--- config.mk ---
export PLATFORM = sky130hd
export DESIGN_NAME = dff_check_monitor
export DESIGN_NICKNAME = d
export VERILOG_FILES = /design/src/rtl/dff_check_pkg.sv /design/src/rtl/dff_check_delay.sv /design/src/rtl/dff_check_monitor.sv
export SDC_FILE = /design/constraint.sdc
export NUM_CORES = 1
export LEC_CHECK = 0
export ABC_CLOCK_PERIOD_IN_PS = 6650
export CORE_UTILIZATION = 55
export DETAILED_ROUTE_END_ITERATION = 12
export PLACE_DENSITY_LB_ADDON = 0.25
export SYNTH_ARGS = -nofsm -noshare
export SYNTH_HDL_FRONTEND = slang
export SYNTH_SLANG_ARGS = --single-unit
--- constraint.sdc ---
create_clock -name clk -period 6.65 [get_ports clk]
set_input_delay 0.9975 -clock clk [delete_from_list [all_inputs] [get_ports clk]]
set_output_delay 0.9975 -clock clk [all_outputs]
set_load 0.005 [all_outputs]
--- src/rtl/dff_check_pkg.sv ---
// Shared types, default parameters and the saturating-increment helper for the
// dff_check_monitor slice.
package dff_check_pkg;

    typedef enum logic [1:0] {
        IDLE   = 2'd0,
        WARMUP = 2'd1,
        CHECK  = 2'd2,
        FAIL   = 2'd3
    } state_e;

    localparam int unsigned DEF_WIDTH          = 4;
    localparam int unsigned DEF_LATENCY        = 1;
    localparam int unsigned DEF_CNT_W          = 16;
    localparam int unsigned DEF_MISMATCH_LIMIT = 5;

    function automatic logic [63:0] sat_inc(input logic [63:0] v, input logic [63:0] max_v);
        return (v >= max_v) ? max_v : v + 64'd1;
    endfunction

endpackage

--- src/rtl/dff_check_delay.sv ---
// WIDTH x LATENCY shift pipeline with enable and synchronous clear; rebuilds the
// expected Q stream from the stimulus word.
module dff_check_delay
    import dff_check_pkg::*;
#(
    parameter int unsigned WIDTH   = DEF_WIDTH,
    parameter int unsigned LATENCY = DEF_LATENCY
) (
    input  logic             clk,
    input  logic             clr_i,
    input  logic             en_i,
    input  logic [WIDTH-1:0] d_i,
    output logic [WIDTH-1:0] q_o
);

    logic [WIDTH-1:0] pipe_q [LATENCY];

    always_ff @(posedge clk) begin
        if (clr_i) begin
            for (int unsigned i = 0; i < LATENCY; i++) pipe_q[i] <= '0;
        end else if (en_i) begin
            pipe_q[0] <= d_i;
            for (int unsigned i = 1; i < LATENCY; i++) pipe_q[i] <= pipe_q[i-1];
        end
    end

    assign q_o = pipe_q[LATENCY-1];

endmodule

--- src/rtl/dff_check_monitor.sv ---
// In-line checker for a register under test: compares Q against a delayed copy of D.
// Optional first-mismatch capture ports are enabled with DFF_CHECK_CAPTURE_EN.
module dff_check_monitor
    import dff_check_pkg::*;
#(
    parameter int unsigned WIDTH          = DEF_WIDTH,
    parameter int unsigned LATENCY        = DEF_LATENCY,
    parameter int unsigned CNT_W          = DEF_CNT_W,
    parameter int unsigned MISMATCH_LIMIT = DEF_MISMATCH_LIMIT
) (
    input  logic             clk,
    input  logic             rst,
    input  logic [WIDTH-1:0] d_in,
    input  logic [WIDTH-1:0] q_in,
    input  logic             chk_en,
    output logic [CNT_W-1:0] match_cnt,
    output logic [CNT_W-1:0] mismatch_cnt,
    output logic             checking,
    output logic             limit_hit,
    output logic [1:0]       state_o
`ifdef DFF_CHECK_CAPTURE_EN
    ,
    output logic [WIDTH-1:0] first_exp,
    output logic [WIDTH-1:0] first_act,
    output logic             first_valid
`endif
);

    localparam int unsigned        WCNT_W    = $clog2(LATENCY + 1);
    localparam logic [WCNT_W-1:0]  WCNT_LAST = WCNT_W'(LATENCY - 1);
    localparam logic [CNT_W-1:0]   CNT_MAX   = '1;
    localparam logic [CNT_W-1:0]   LIMIT     = CNT_W'(MISMATCH_LIMIT);

    state_e            state_q, state_d;
    logic [WCNT_W-1:0] wcnt_q, wcnt_d;
    logic [CNT_W-1:0]  match_q, match_d;
    logic [CNT_W-1:0]  mism_q, mism_d;
    logic              checking_q, limit_q;
    logic [CNT_W-1:0]  match_inc, mism_inc;
    logic [WIDTH-1:0]  exp_w;
    logic              pipe_en, mismatch, capture;

    assign pipe_en = (state_q == WARMUP) || (state_q == CHECK);

    dff_check_delay #(
        .WIDTH  (WIDTH),
        .LATENCY(LATENCY)
    ) u_delay (
        .clk  (clk),
        .clr_i(rst),
        .en_i (pipe_en),
        .d_i  (d_in),
        .q_o  (exp_w)
    );

    assign mismatch  = (q_in != exp_w);
    assign match_inc = CNT_W'(sat_inc(64'(match_q), 64'(CNT_MAX)));
    assign mism_inc  = CNT_W'(sat_inc(64'(mism_q), 64'(CNT_MAX)));

    always_comb begin
        state_d = state_q;
        wcnt_d  = wcnt_q;
        match_d = match_q;
        mism_d  = mism_q;
        capture = 1'b0;
        unique case (state_q)
            IDLE: begin
                if (chk_en) begin
                    state_d = WARMUP;
                    wcnt_d  = '0;
                end
            end
            WARMUP: begin
                wcnt_d = wcnt_q + 1'b1;
                if (!chk_en)                 state_d = IDLE;
                else if (wcnt_q == WCNT_LAST) state_d = CHECK;
            end
            CHECK: begin
                // A limiting mismatch is counted and fails even if chk_en drops on that edge.
                if (!mismatch) begin
                    if (chk_en) match_d = match_inc;
                    else        state_d = IDLE;
                end else if (mism_inc == LIMIT) begin
                    mism_d  = mism_inc;
                    state_d = FAIL;
                    capture = 1'b1;
                end else if (!chk_en) begin
                    state_d = IDLE;
                end else begin
                    mism_d  = mism_inc;
                    capture = 1'b1;
                end
            end
            FAIL: begin
                state_d = FAIL;
            end
            default: begin
                state_d = IDLE;
            end
        endcase
    end

    always_ff @(posedge clk) begin
        if (rst) begin
            state_q    <= IDLE;
            wcnt_q     <= '0;
            match_q    <= '0;
            mism_q     <= '0;
            checking_q <= 1'b0;
            limit_q    <= 1'b0;
        end else begin
            state_q    <= state_d;
            wcnt_q     <= wcnt_d;
            match_q    <= match_d;
            mism_q     <= mism_d;
            checking_q <= (state_d == CHECK);
            limit_q    <= (state_d == FAIL);
        end
    end

    assign match_cnt    = match_q;
    assign mismatch_cnt = mism_q;
    assign checking     = checking_q;
    assign limit_hit    = limit_q;
    assign state_o      = state_q;

`ifdef DFF_CHECK_CAPTURE_EN
    logic [WIDTH-1:0] first_exp_q, first_act_q;
    logic             first_valid_q;

    always_ff @(posedge clk) begin
        if (rst) begin
            first_exp_q   <= '0;
            first_act_q   <= '0;
            first_valid_q <= 1'b0;
        end else if (capture && !first_valid_q) begin
            first_exp_q   <= exp_w;
            first_act_q   <= q_in;
            first_valid_q <= 1'b1;
        end
    end

    assign first_exp   = first_exp_q;
    assign first_act   = first_act_q;
    assign first_valid = first_valid_q;
`endif

endmodule

== Yosys cells after proc, flatten, opt, wreduce, memory -nomap -nowiden ==
Memories as Yosys holds them, arrays and structs flattened.
Cells that the tools add are included.
Operators by class
  reductions and logical operators: 8
  magnitude comparators: 2
  bitwise gates (word level): 1
  mux-type cells: 20
  equal/unequal tests: 8
  add/subtract/negate cells: 3
Operator list (number)
  $mux W16: 4
  $add A16 B1 Y16 const B: 2
  $ge A16 B16 Y1 const B: 2
  $eq A16 B3 Y1 const B: 1
  $mux W2: 6
  $eq A2 B2 Y1 const B: 4
  $pmux W2 S4: 1
  $mux W1: 7
  $reduce_and A3 Y1: 2
  $mux W4: 1
  $ne A4 B4 Y1: 1
  $reduce_bool A2 Y1: 2
  $reduce_or A4 Y1: 1
  $eq A2 B1 Y1 const B: 1
  $logic_not A2 Y1: 1
  $ne A2 B2 Y1 const B: 1
  $pmux W1 S2: 1
  $reduce_and A2 Y1: 1
  $add A1 B1 Y1 const B: 1
  $logic_or A1 B1 Y1: 1
  $not A1 Y1: 1
Storage, ports and cells
  input bits: 11
  memory bits (writable): 4
  register bits: 37
  memories kept: 1
Memory list
  u_delay.pipe_q: words 1, width 4, read ports 1, clocked after memory_dff 0, wr ports 1, line dff_check_delay.sv:16  | logic [WIDTH-1:0] pipe_q [LATENCY];

== Depth between registers and ports, before layout ==
Gate-level depths: netlist of the first run.
  depth after elaboration: 7
  gate-level depth with buffers: 10

== Cells and area by module ==
Synthesis of the first run repeated with hierarchy kept, for this count alone.
Second synthesis, totals
  cell total of the unflattened synthesis: 269
  area total of the unflattened synthesis: 2428.6 µm²
Modules (own cells, without submodules)
  dff_check_monitor: area each 2267.2 µm², sequential area each 740.7 µm², cells each 260, instances 1
  dff_check_delay: area each 161.4 µm², sequential area each 120.1 µm², cells each 9, instances 1

== Least setup slack after synthesis of the first run ==
OpenSTA, ideal clock, no wires.
  kind: input-to-reg
  from: input q_in[2]
  to: register match_q[0], in the netlist match_cnt[0]
  buffers on the path: 1
  library setup time: 0.072 ns
  data arrival time: 2.524 ns
  stages on the path: 8
  slack: 4.054 ns
  path through: xnor2_1 > and4_1 > nand4_1 > nor3_2 > and4_1 > nand3_1 > clkbuf_1 > a21oi_1
Between the ends
  word-level cells in the longest chain between the ends: 3
Ends and longest elaborated chain
  from (decl): line dff_check_monitor.sv:14  | input logic [WIDTH-1:0] q_in,
  $ne A4 B4 Y1: line dff_check_monitor.sv:56  | assign mismatch = (q_in != exp_w);
  $not A1 Y1 (no source line)
  $reduce_and A3 Y1 (no source line)
  to (signal assigned): line dff_check_monitor.sv:114  | match_q <= match_d;
  to (decl): line dff_check_monitor.sv:36  | logic [CNT_W-1:0] match_q, match_d;
No other way between the ends.
A chain may end at the register's enable or synchronous reset.

== Final worst setup path of the first run ==
  from: input q_in[3]
  to: register mism_q[2], in the netlist mismatch_cnt[2]
Between the ends
  word-level cells in the longest chain between the ends: 2
Ends and longest elaborated chain
  $ne A4 B4 Y1: line dff_check_monitor.sv:56
  $reduce_and A3 Y1 (no source line)
  to (signal assigned): line dff_check_monitor.sv:115  | mism_q <= mism_d;
  to (decl): line dff_check_monitor.sv:37  | logic [CNT_W-1:0] mism_q, mism_d;
No other way between the ends.

==> metrics.yaml, run 1 <==
layout.cells.most_common: "clkdlybuf4s50_1"
layout_min_cycle_time_ns: 3.46
cp_slowest_cell: "o21ai_2"
synth_area_mm2: 0.00226
numCtsBuffers: 5
layout_common_cells: "clkdlybuf4s50_1 (46), dfxtp_1 (37), a21oi_1 (28)"
maxCapViolCount: 0
rsz0062_at_grt: "no"
ir_worst_vdd_v: 0.000170
wl_um: 4990
syn-mean-instance-area_um2: 8.88
use_met2_pct: 40.6
insertedDiodeCount: 0
ys.warnings.count: 0
wl_per_cell_um: 14.5
finalSetupViolations: 0
critPathRequiredTime_ns: 6.79
htree_levels: 2
worstSetupPathType: "in -> reg"
portBuffers: 46
postPlaceCellArea_mm2: 0.00272
core_area_mm2: 0.00380
worst_slew_pin_slew_ns: 0.845
area_delta_synth_final_pct: 23.9
hold_violations: 0
critPathArrivalTime_ns: 3.60
clockRootBuffer: "clkbuf_8"
drc_errors: 0
ant_nets: 0
ctsLongestPathBuffers: 2
cts_hold_buf: 0
regArea_um2: 861
numClockSinks: 41
syn_inst: 255
die_y_um: 66.2
finalCritPeriodShare_pct: 52.0
finalWeightedCongestion: 0.885
synth_seq_area_share_pct: 38.0
ctsResizeCount: 0
io_pins: 47
synth_top_area_share_pct: 32.7
grt_max_degree: 37
power.leakage_nw: 0.997
multi_input_area_mm2: 0.00129
drive_gt1_share_pct: 7.41
cts_setup_buffers: 0
grt_usage_pct: 24.6
first_pass_iters: 4
syn_nets: 272
synth_area_leaders: "dfxtp_1 (33%), a21oi_1 (6.2%), edfxtp_1 (5.3%)"
antenna_found_initial: 0
drtIter0Drc: 164
tritoncts: "done"
ys_async_sr_fraction_pct: 0
slew_headroom_pct: 43.7
path_cells: "clkdlybuf4s50_1, xnor2_1, and4_1, a2111oi_0, o2111ai_1, o21ai_2, and2_1, a311oi_1"
hpwl_um: 3560
critPathCaptureType: "flop"
crit_family: "compound AO/OA/AOI/OAI gates"
use_met1_pct: 31.8
viasPerCell: 6.04
start_util_pct: 59.6
max_freq_mhz: 289
routed-via-count: 2083
fin_setup_tns_ns: 0
cp-start-kind: "input port"
busiest_layer: "met2"
fin_nets: 314
die_area_mm2: 0.00438
die_w_um: 66.2
fillers: 327
clkSlewWorstSetupHoldPaths_ns: 0.07
power.density_mw_per_mm2: 183
synth_seq_cells: 41
crit_fanout: 20
finalInstanceArea_mm2: 0.00281
overflow: 0
max_stage_delay_ns: 0.71
row_count: 22
grt_pass1_wl_um: 8460
yosys.area.top_type: "dfxtp_1"
path_buf_inv: 1
use_met3_pct: 5.69
synth_edf_count: 4
slew_violations: 0
synth.distinct_cells: 52
synth_flop_cell: "dfxtp_1"
skew_ns: 0.00579
outcome: "complete, no violations"
worstSkewPairLatency_ns: 0.29
grt_pass1_vias: 1887
min_path_type: "reg -> reg"
[cells in the mapped netlist, types with 4 or more instances]
library cell / n
dfxtp_1: 37
a21oi_1: 28
nand2_1: 19
nor2_1: 19
inv_1: 11
nand3_1: 9
a311oi_1: 8
and2_1: 8
xnor2_1: 8
xor2_1: 8
and3_1: 6
ha_1: 6
nor3_1: 6
clkbuf_1: 5
nand4_1: 5
o21ai_0: 5
and4_1: 4
buf_2: 4
edfxtp_1: 4
mux2i_1: 4
nor4_1: 4
[through the flow]
| stage | worst slack, ns | util, % | hold slack (ns) | instances | power [W] |
|---|---|---|---|---|---|
| floorplan | 4.05 | - | 0.446 | 255 | 0.000329 |
| global placement | 3.07 | 71.6 | 0.459 | 338 | 0.000353 |
| detailed placement | 2.90 | 71.6 | 0.467 | 338 | 0.000355 |
| CTS | 3.20 | 73.8 | 0.478 | 345 | 0.000516 |
| global route | 2.97 | 73.8 | 0.491 | 345 | 0.000541 |
| finish | 3.19 | 73.8 | 0.480 | 345 | 0.000512 |
[area by class of cell]
cell class | count | share of cell area, %
Inverter | 11 | 1.47
Tap cell | 48 | 2.14
Multi-Input combinational cell | 191 | 45.9
Clock buffer | 7 | 3.08
Timing Repair Buffer | 47 | 16.7
Sequential cell | 41 | 30.7
[cells by family (layout without fill, tap and decap cells)]
| group | count (synthesis) | count (layout) | share of synthesized area (%) |
|---|---|---|---|
| xor+xnor | 16 | 16 | 6.19 |
| simple gates | 99 | 99 | 25.6 |
| fa+ha+maj | 6 | 6 | 3.32 |
| buf+inv | 23 | 65 | 5.03 |
| mux | 4 | 4 | 1.77 |
| flops | 41 | 41 | 38.0 |
| compound gates | 66 | 66 | 20.1 |
[flip-flops by register name (all words and copies together), names as in the netlist]
| signal | flops |
|---|---|
| state_o | 2 |
| match_cnt | 16 |
| wcnt_q | 1 |
| mismatch_cnt | 16 |
| u_delay.pipe_q | 4 |
| checking | 1 |
| limit_hit | 1 |
[worst paths after layout]
kind / from / endpoint / slack (ns) / cells past startpoint
worst max-delay path: q_in[3] / mismatch_cnt[2] / 3.19 / 8
worst min register to register: wcnt_q / wcnt_q / 0.48 / 2
worst min-delay path: wcnt_q / wcnt_q / 0.48 / 2
worst max register to register: mismatch_cnt[0] / mismatch_cnt[2] / 3.20 / 8
[worst register-to-register path, cell delays in order, from the launching register on]
cell and delay [ns]:
dfxtp_1 0.51, ha_1 0.33, nand3_1 0.34, or4b_1 0.56
o22ai_1 0.13, a31oi_1 0.17, o21ai_2 0.74, and2_1 0.39
a311oi_1 0.15
[layer usage]
layer / wire, um / up-vias / share of wire [%]
li1: - / 1026 / -
met1: 2340 / 977 / 47
met2: 2320 / 70 / 47
met3: 263 / 10 / 5.3
met4: 64 / 0 / 1.3
met5: 0 / - / 0
[power breakdown]
| group | leakage, nW | total [W] | internal, W | switching [W] |
|---|---|---|---|---|
| Sequential | 0.342 | 0.000273 | 0.000263 | 0.0000103 |
| Clock | 0.0443 | 0.000163 | 0.0000824 | 0.0000805 |
| Combinational | 0.611 | 0.0000764 | 0.0000366 | 0.0000398 |
| Total | 0.997 | 0.000512 | 0.000382 | 0.000131 |
No activity file was read; power rests on OpenSTA's default activity.
==> inputs of run 2 (changes only) <==
--- a/config.mk
+++ b/config.mk
@@ -5,8 +5,8 @@
 export SDC_FILE = /design/constraint.sdc
 export NUM_CORES = 1
 export LEC_CHECK = 0
-export ABC_CLOCK_PERIOD_IN_PS = 6650
-export CORE_UTILIZATION = 55
+export ABC_CLOCK_PERIOD_IN_PS = 3600
+export CORE_UTILIZATION = 51
 export DETAILED_ROUTE_END_ITERATION = 12
 export PLACE_DENSITY_LB_ADDON = 0.25
 export SYNTH_ARGS = -nofsm -noshare
==> constraint.sdc (replaced) <==
create_clock -name clk -period 3.6 [get_ports clk]
set_input_delay 0.54 -clock clk [delete_from_list [all_inputs] [get_ports clk]]
set_output_delay 0.54 -clock clk [all_outputs]
set_load 0.005 [all_outputs]
==> run 2 against run 1 <==
Effect of this change: hold slack got worse by 0.0025 ns; non-clock buffer count up 2; setup slack worse by 2.7 ns; utilization decreased by 5.4 points; first-iteration DRC count increased by 64%; final area rose by 1.2%; total power is 93% higher; final cell count grew 1.4%.
==> metrics.yaml, run 2 (synthesis results as in run 1) <==
critPathCaptureType: "flop"
finalInstanceArea_mm2: 0.00284  # +1.2%
clkSlewWorstSetupHoldPaths_ns: 0.08  # about the same
worstSetupPathType: "reg -> reg"
layout_common_cells: "clkdlybuf4s50_1 (46), dfxtp_1 (37), a21oi_1 (28)"
cts_setup_buffers: 0  # unchanged
power.leakage_nw: 1.02  # +2.0%
numCtsBuffers: 5  # unchanged
outcome: "complete, no violations"
die_w_um: 68.6  # +3.7%
htree_levels: 2  # unchanged
hold_violations: 0  # unchanged
fin_nets: 316  # +0.64%
multi_input_area_mm2: 0.00129  # unchanged
wl_um: 5450  # +9.3%
ctsLongestPathBuffers: 2  # unchanged
cts_hold_buf: 0  # unchanged
maxCapViolCount: 0  # unchanged
worst_slew_pin_slew_ns: 0.664  # -0.181 ns
wl_per_cell_um: 15.6  # +7.7%
hpwl_um: 3780  # +6.2%
slew_violations: 0  # unchanged
routed-via-count: 2117  # +1.6%
overflow: 0  # unchanged
max_stage_delay_ns: 0.58  # -0.13 ns
cp-start-kind: "flop"
ir_worst_vdd_v: 0.000248  # +46%
core_area_mm2: 0.00414  # +9.1%
drive_gt1_share_pct: 8.67  # +1.3 points
grt_pass1_vias: 1877  # -0.53%
min_path_type: "reg -> reg"
first_pass_iters: 4  # unchanged
post-route-util_pct: 68.5  # -5.4 points
max_freq_mhz: 317
critPathArrivalTime_ns: 3.35  # -0.25 ns
rsz0062_at_grt: "no"
skew_ns: 0.00624  # +0.000455 ns
row_count: 23  # +4.5%
finalSetupViolations: 0  # unchanged
crit_fanout: 14  # -30%
ant_nets: 0  # unchanged
io_pins: 47  # unchanged
worstSkewPairLatency_ns: 0.30  # about the same
insertedDiodeCount: 0  # unchanged
ctsResizeCount: 0  # unchanged
fin_setup_tns_ns: 0  # unchanged
drc_errors: 0  # unchanged
start_util_pct: 54.6  # -5.0 points
finalWeightedCongestion: 0.847  # -4.4%
grt_pass1_wl_um: 8670  # +2.5%
numClockSinks: 41  # unchanged
antenna_found_initial: 0  # unchanged
layout.cells.most_common: "clkdlybuf4s50_1"
die_y_um: 68.6  # +3.7%
grt_usage_pct: 25.2  # +0.55 points
viasPerCell: 6.05  # +0.18%
portBuffers: 46  # unchanged
finalCritPeriodShare_pct: 87.6
rr_worst_depth: 9  # +1
layout_min_cycle_time_ns: 3.15
tritoncts: "done"
area_delta_synth_final_pct: 25.4
clockRootBuffer: "clkbuf_8"
drtIter0Drc: 269  # +64%
cp_slowest_cell: "or4b_1"
critPathRequiredTime_ns: 3.80  # -2.99 ns
power.density_mw_per_mm2: 348  # +90%
grt_max_degree: 16  # -57%
postPlaceCellArea_mm2: 0.00274  # +0.64%
die_area_mm2: 0.00471  # +7.6%
regArea_um2: 861  # unchanged
path_cells: "ha_1, nand3_1, or4b_1, o22ai_1, a31oi_1, o21ai_2, buf_4, a21oi_1, a311oi_1"
hold_depth: 2  # unchanged
slew_headroom_pct: 55.6  # +12 points
fillers: 365  # +12%
==> run 2: changes by cell type in the layout (fill, tap and decap cells not counted), sizes merged <==
cell and delta:
clkinv +1, buf +2
==> run 2: critical path, delay by kind of cell (launching register included) <==
family	cells	cell delay, ns
buf+inv	1	0.28
compound gates	5	1.03
fa+ha+maj	1	0.30
flops	1	0.48
simple gates	2	0.95
==> run 2: worst paths after layout <==
path	from	end	slack (ns)
setup / recovery	mismatch_cnt[0]	mismatch_cnt[8]	0.45
hold / removal	wcnt_q	wcnt_q	0.48
setup reg to reg	mismatch_cnt[0]	mismatch_cnt[8]	0.45
hold reg to reg	wcnt_q	wcnt_q	0.48
==> run 2: layout make-up <==
type | count | area share (%)
clock inverters | 1 | 0.176
repair buffers | 49 | 17.0
multi-input cells | 191 | 45.4
clock buffers | 7 | 3.40
well taps | 50 | 2.20
inverters | 11 | 1.46
flip-flops and latches | 41 | 30.3
==> run 2: per-stage QoR <==
stage | instances | hold WS, ns | setup WS [ns] | total power [W]
2_1_floorplan | 255 | 0.446 | 1.17 | 0.000607
3_3_place_gp | 342 | 0.462 | 0.528 | 0.000656
3_5_place_dp | 342 | 0.467 | 0.475 | 0.000661
4_1_cts | 350 | 0.477 | 0.517 | 0.000992
5_1_grt | 350 | 0.506 | 0.267 | 0.00103
6_report | 350 | 0.477 | 0.447 | 0.000987
==> run 2: metal layers <==
metal  vias to the layer above  share of wire, %  GRT usage [%]
met5                         -                 0              0
met3                         9               7.8           5.59
li1                       1031                 -              -
met2                        95                47           39.5
met1                       982                44           32.9
met4                         0               1.9           11.5
==> run 2: power by group <==
part / internal (W) / switching, W / total [W]
logic: 0.0000697 / 0.0000775 / 0.000147
clock network: 0.000173 / 0.000161 / 0.000335
registers: 0.000485 / 0.0000195 / 0.000505
